## src/rtl/ledg_pkg.sv

```systemverilog
// Shared types, constants and the round-robin picker for the LEDG sharing controller.
package ledg_pkg;

  localparam int LED_W   = 10;
  localparam int MAX_REQ = 8;

  typedef enum logic [1:0] {
    IDLE  = 2'd0,
    GRANT = 2'd1,
    ARB   = 2'd2
  } state_t;

  localparam logic [LED_W-1:0] BOUNCE_RST = 10'b0000000111;
  localparam logic [LED_W-1:0] TURN_R     = 10'b0111000000;
  localparam logic [LED_W-1:0] TURN_L     = 10'b0000001110;

  // Returns {found, index} of the first request after 'last', wrapping modulo n.
  function automatic logic [3:0] rr_pick(input logic [MAX_REQ-1:0] req,
                                         input logic [2:0] last,
                                         input int n);
    logic [3:0] res;
    int idx;
    res = '0;
    for (int i = MAX_REQ; i >= 1; i--) begin
      if (i <= n) begin
        idx = (int'(last) + i) % n;
        if (req[3'(idx)]) res = {1'b1, 3'(idx)};
      end
    end
    return res;
  endfunction

endpackage

```

## src/rtl/ledg_tick_gen.sv

```systemverilog
// Free-running prescaler: oTICK pulses for one cycle after the count reaches TICK_DIV-1.
module ledg_tick_gen #(
  parameter int TICK_DIV = 1048576
) (
  input  logic iCLK,
  input  logic iRST_n,
  output logic oTICK
);

  localparam int CW = (TICK_DIV > 2) ? $clog2(TICK_DIV) : 1;

  logic [CW-1:0] cnt_q;
  logic          tick_q;
  logic          wrap;

  assign wrap  = (cnt_q == CW'(TICK_DIV - 1));
  assign oTICK = tick_q;

  always_ff @(posedge iCLK or negedge iRST_n) begin
    if (!iRST_n) begin
      cnt_q  <= '0;
      tick_q <= 1'b0;
    end else begin
      cnt_q  <= wrap ? '0 : cnt_q + CW'(1);
      tick_q <= wrap;
    end
  end

endmodule

```

## src/rtl/ledg_share_ctrl.sv

```systemverilog
// Round-robin sharing of the green LED bank with a minimum hold per grant;
// idle bank shows a bouncing pattern that only advances while IDLE.
module ledg_share_ctrl
  import ledg_pkg::*;
#(
  parameter int NREQ       = 3,
  parameter int TICK_DIV   = 1048576,
  parameter int HOLD_TICKS = 8
) (
  input  logic                  iCLK,
  input  logic                  iRST_n,
  input  logic [NREQ-1:0]       iREQ,
  input  logic [LED_W*NREQ-1:0] iDATA,
  output logic [NREQ-1:0]       oGNT,
  output logic [LED_W-1:0]      oLED,
  output logic                  oTICK,
  output logic                  oBUSY
);

  localparam int HW = $clog2(HOLD_TICKS + 1);

  state_t             state_q;
  logic [NREQ-1:0]    gnt_q;
  logic [LED_W-1:0]   led_q;
  logic               busy_q;
  logic [LED_W-1:0]   bounce_q;
  logic               dir_q;      // 1 = moving right
  logic [HW-1:0]      hold_q;
  logic [2:0]         last_q;
  logic [2:0]         gidx_q;

  logic               tick;
  logic [MAX_REQ-1:0] req_ext;
  logic [3:0]         pick_idle;
  logic [3:0]         pick_arb;
  logic [LED_W-1:0]   grant_slice;
  logic               own_req;
  logic               other_req;
  logic               hold_done;
  logic               dir_d;
  logic [LED_W-1:0]   bounce_rot;
  logic [LED_W-1:0]   bounce_d;

  ledg_tick_gen #(.TICK_DIV(TICK_DIV)) u_tick (
    .iCLK   (iCLK),
    .iRST_n (iRST_n),
    .oTICK  (tick)
  );

  assign oTICK = tick;
  assign oGNT  = gnt_q;
  assign oLED  = led_q;
  assign oBUSY = busy_q;

  always_comb begin
    req_ext           = '0;
    req_ext[NREQ-1:0] = iREQ;
  end

  // IDLE picks after the last finished grantee; ARB picks after the one just released.
  assign pick_idle = rr_pick(req_ext, last_q, NREQ);
  assign pick_arb  = rr_pick(req_ext, gidx_q, NREQ);

  always_comb begin
    grant_slice = '0;
    for (int i = 0; i < NREQ; i++) begin
      if (int'(gidx_q) == i) grant_slice = iDATA[i*LED_W +: LED_W];
    end
  end

  assign own_req   = |(iREQ & gnt_q);
  assign other_req = |(iREQ & ~gnt_q);
  assign hold_done = (hold_q == HW'(HOLD_TICKS));

  // Turn decision is taken from the pre-shift pattern and steers this same step.
  always_comb begin
    dir_d = dir_q;
    if (bounce_q == TURN_R)      dir_d = 1'b1;
    else if (bounce_q == TURN_L) dir_d = 1'b0;
    bounce_rot = dir_d ? {bounce_q[0], bounce_q[LED_W-1:1]}
                       : {bounce_q[LED_W-2:0], bounce_q[LED_W-1]};
    bounce_d   = tick ? bounce_rot : bounce_q;
  end

  always_ff @(posedge iCLK or negedge iRST_n) begin
    if (!iRST_n) begin
      state_q  <= IDLE;
      gnt_q    <= '0;
      led_q    <= BOUNCE_RST;
      busy_q   <= 1'b0;
      bounce_q <= BOUNCE_RST;
      dir_q    <= 1'b0;
      hold_q   <= '0;
      last_q   <= 3'(NREQ - 1);
      gidx_q   <= '0;
    end else begin
      case (state_q)
        IDLE: begin
          bounce_q <= bounce_d;
          if (tick) dir_q <= dir_d;
          led_q <= bounce_d;
          if (pick_idle[3]) begin
            state_q <= GRANT;
            gnt_q   <= NREQ'(1) << pick_idle[2:0];
            gidx_q  <= pick_idle[2:0];
            hold_q  <= '0;
            busy_q  <= 1'b1;
          end
        end
        GRANT: begin
          led_q <= grant_slice;
          if (tick && !hold_done) hold_q <= hold_q + HW'(1);
          if (!own_req || (hold_done && other_req)) begin
            state_q <= ARB;
            gnt_q   <= '0;
          end
        end
        ARB: begin
          last_q <= gidx_q;
          if (pick_arb[3]) begin
            state_q <= GRANT;
            gnt_q   <= NREQ'(1) << pick_arb[2:0];
            gidx_q  <= pick_arb[2:0];
            hold_q  <= '0;
          end else begin
            state_q <= IDLE;
            busy_q  <= 1'b0;
          end
        end
        default: begin
          state_q <= IDLE;
          gnt_q   <= '0;
          busy_q  <= 1'b0;
        end
      endcase
    end
  end

endmodule

```

## config.mk

```make
export PLATFORM = sky130hd
export DESIGN_NAME = ledg_share_ctrl
export DESIGN_NICKNAME = d
export VERILOG_FILES = /design/src/rtl/ledg_pkg.sv /design/src/rtl/ledg_tick_gen.sv /design/src/rtl/ledg_share_ctrl.sv
export SDC_FILE = /design/constraint.sdc
export NUM_CORES = 1
export LEC_CHECK = 0
export ABC_AREA = 0
export CAP_MARGIN = 20
export CORE_MARGIN = 2
export CORE_UTILIZATION = 55
export CTS_CLUSTER_SIZE = 20
export DETAILED_ROUTE_END_ITERATION = 7
export DONT_BUFFER_PORTS = 1
export MAX_ROUTING_LAYER = met4
export PLACE_DENSITY_LB_ADDON = 0.05
export SYNTH_ARGS = -nofsm -noshare
export SYNTH_HDL_FRONTEND = slang
export SYNTH_SLANG_ARGS = --single-unit
```

## constraint.sdc

```tcl
create_clock -name iCLK -period 4.45 [get_ports iCLK]
set_clock_uncertainty 0.15 [all_clocks]
set_input_delay 0.6675 -clock iCLK [delete_from_list [all_inputs] [get_ports iCLK]]
set_output_delay 0.6675 -clock iCLK [all_outputs]
set_load 0.1 [all_outputs]
```

==> reports/metrics.csv <==
metric,value,unit
most frequent cells after synthesis,"81 x nand2_1, 51 x dfrtp_1, 50 x o21ai_0",
largest net degree at the start of global routing,52,
Slew Limit Headroom,32.1,%
Fmax,234,MHz
Final min period,4.27,ns
Via Count,4725,
Synth cell types,78,
Synth area leaders,"dfrtp_1 25%, ha_1 10%, nand2_1 5.9%",
final worst path period share,96.0,%
GRT Residual Overflow,0,
HP Class,primary input to async pin,
"CP delay by family, top",compound AO/OA/AOI/OAI gates,
H-tree Lvls,3,
Critical Path RT,4.52,ns
fin util,65.2,%
clock buffer depth,2,
WS Path Type,flop to flop,
"Critical Path, Cell by Cell","inv_2, ha_1, a21o_1, nor2_2, ha_2, nand2b_4, and4_4, nor2_1, xnor2_1, ha_2, a41o_1, a211o_1, mux2i_1, a211oi_1, o22a_2, a2111oi_4, buf_4, a211oi_2, mux2_4",
DRT iter0 DRCs,254,
Vert. Die Dim,101,um
Met1 Wirelength,6030,um
clock sink total,58,
DRC errors left,0,
endpoints failing setup,0,
CTS tree,done,
Final Routed Wirelength,12800,um
Final Hold Vio Count,0,
most frequent CP cell,ha_2,
worst r2r src,last_q[1],
wire per inst,16.6,um
FF-to-FF End,hold_q[0],
actual transition at the worst max-transition pin,1.02,ns
Post-synth EDFFs,0,
chip width,101,um
Initial Utilization,56.3,%
layout cells sized above 1,18.3,%
max incr delay on CP,0.56,ns
Worst-path clk slew,0.07,ns
Met2 Wirelength,6220,um
CP Data Arrival Time,4.35,ns
Placed Area,0.00553,mm^2
met3 wire length,419,um
average size of a mapped cell,8.30,um^2
synth warn,0,
Worst Reg-to-Reg Cells,19,
CP Buf/Inv Count,2,
Crit. End Element,flop,
largest area contributor in the netlist,dfrtp_1,
Syn Inst Count,621,
Core Footprint,0.00915,mm^2
post-DP HPWL,9360,um
final-report max-slew violation count,0,
port bufs,0,
Synth async-reset ratio,100,%
CP max stage cell,dfstp_2,
GP Congestion,0.908,
MaxCap Viol Count,0,
I/O pin cnt,50,
number of CTS-inserted buffers,9,
"IR drop worst, VDD",641,uV
Pwr Density,887,mW/mm^2
most common cell in the synthesized netlist,nand2_1,
CP max FO,6,
Post-Syn Area,0.00516,mm^2
reg2reg setup slack,0.18,ns
Total GRT Usage,25.9,%
worst hold slack,0.0196,ns
startpoint types,flop,
count of state elements after synthesis,58,
leakage,2.60,nW
initial antenna violation count,0,
worst-skew pair later-pin latency,0.34,ns
Detail Route Antenna Nets,0,
Vias/cell,6.11,
run status,finished clean,
Antenna Cells,0,
Post-synth top flop,dfrtp_1,
fin area,0.00597,mm^2
Rows,35,
First-pass DRT Iterations,6,
vias in the first global route,4349,
Area growth syn-to-layout,15.7,%
Root Buffer,clkbuf_8,
global-route wire length before repair,20600,um
TNS Setup,0,ns
Total Die Area,0.0102,mm^2
max layer used,met4,
Yosys top cell area share,24.8,%
post-synthesis sequential area ratio,28.3,%
syn nets,698,
# nets final,734,
-- registers in the layout (all words and copies together) (netlist names) --
name	flops
bounce_q	10
dir_q	1
u_tick.oTICK	1
oLED	10
u_tick.cnt_q	20
state_q	2
last_q	3
hold_q	4
oGNT	3
oBUSY	1
gidx_q	3
-- layer usage --
layer,track usage (%),up-vias
met5,-,-
met4,6.43,0
met3,4.79,19
met2,40.9,87
met1,34.3,2281
li1,-,2338
-- worst max path at each step --
stage | cells after the start | slack [ns] | start | end
after floorplan | 18 | 0.02 | gidx_q[0] | hold_q[0]
after global placement | 19 | 0.12 | last_q[1] | oBUSY
after detailed placement | 19 | 0.01 | last_q[1] | oBUSY
after CTS | 19 | 0.007 | last_q[1] | oBUSY
after global routing | 19 | -0.04 | gidx_q[1] | hold_q[0]
final | 19 | 0.18 | last_q[1] | hold_q[0]
-- per-stage QoR --
step                      std cells  setup WS (ns)  power [mW]
after floorplan                 621         0.0228        3.47
after global placement          749          0.116        4.20
after detailed placement        749         0.0149        4.28
after CTS                       767        0.00738        4.86
after global routing            773        -0.0423        5.70
final                           773          0.176        5.29
-- what timing repair did --
item / in CTS / in global routing
buffers inserted: 0 / 6
pin swaps: 0 / 11
hold endpoints to repair: 51 / 0
hold buffers: 2 / 0
setup endpoints to repair: 1 / 12
gates resized for setup: 1 / 28
-- area by class of cell --
| cell class | count | area [um^2] |
|---|---|---|
| inverter | 38 | 143 |
| fill | 791 | 3190 |
| multi-input combinational | 499 | 3600 |
| clock inverter | 5 | 77.6 |
| tap | 111 | 139 |
| timing repair buffer | 51 | 405 |
| clock buffer | 11 | 141 |
| sequential | 58 | 1460 |
-- cells by family after synthesis --
logic type	count (synthesis)	synth area share, %
compound gates	180	24.8
xor+xnor	36	6.41
fa+ha+maj	42	10.2
buf+inv	64	4.78
flops	58	28.3
mux	22	4.46
simple gates	219	21.0
-- report_power, final --
| part | switching, mW | internal, mW | total (mW) |
|---|---|---|---|
| logic | 1.99 | 1.76 | 3.75 |
| registers | 0.386 | 0.612 | 0.998 |
| clock network | 0.218 | 0.329 | 0.547 |
| total | 2.59 | 2.70 | 5.29 |
-- cell usage in the layout (no fill, tap or decap), types with 4 or more instances in the layout --
| cell type | Yosys | routed |
|---|---|---|
| a211o_1 | 4 | 4 |
| a211oi_1 | 7 | 6 |
| a21oi_1 | 29 | 26 |
| a22o_1 | 4 | 4 |
| a22oi_1 | 18 | 18 |
| a2bb2oi_1 | 4 | 4 |
| a31oi_1 | 4 | 4 |
| and3_1 | 8 | 8 |
| buf_4 | 0 | 49 |
| clkbuf_8 | 0 | 10 |
| dfrtp_1 | 51 | 51 |
| dfstp_2 | 7 | 7 |
| ha_1 | 42 | 36 |
| ha_2 | 0 | 4 |
| inv_1 | 35 | 33 |
| inv_2 | 3 | 5 |
| mux2_2 | 4 | 4 |
| mux2i_1 | 17 | 17 |
| nand2_1 | 81 | 81 |
| nand2b_1 | 8 | 7 |
| nand3_1 | 15 | 15 |
| nand4_1 | 14 | 14 |
| nor2_1 | 43 | 42 |
| nor2b_1 | 10 | 10 |
| nor3_1 | 10 | 8 |
| nor3_2 | 2 | 4 |
| o211ai_1 | 4 | 4 |
| o21ai_0 | 50 | 48 |
| o21bai_1 | 5 | 5 |
| o22ai_1 | 6 | 5 |
| or4_1 | 4 | 4 |
| xnor2_1 | 25 | 24 |
| xor2_1 | 9 | 8 |
Note: power is estimated with default switching activity, not from simulation.
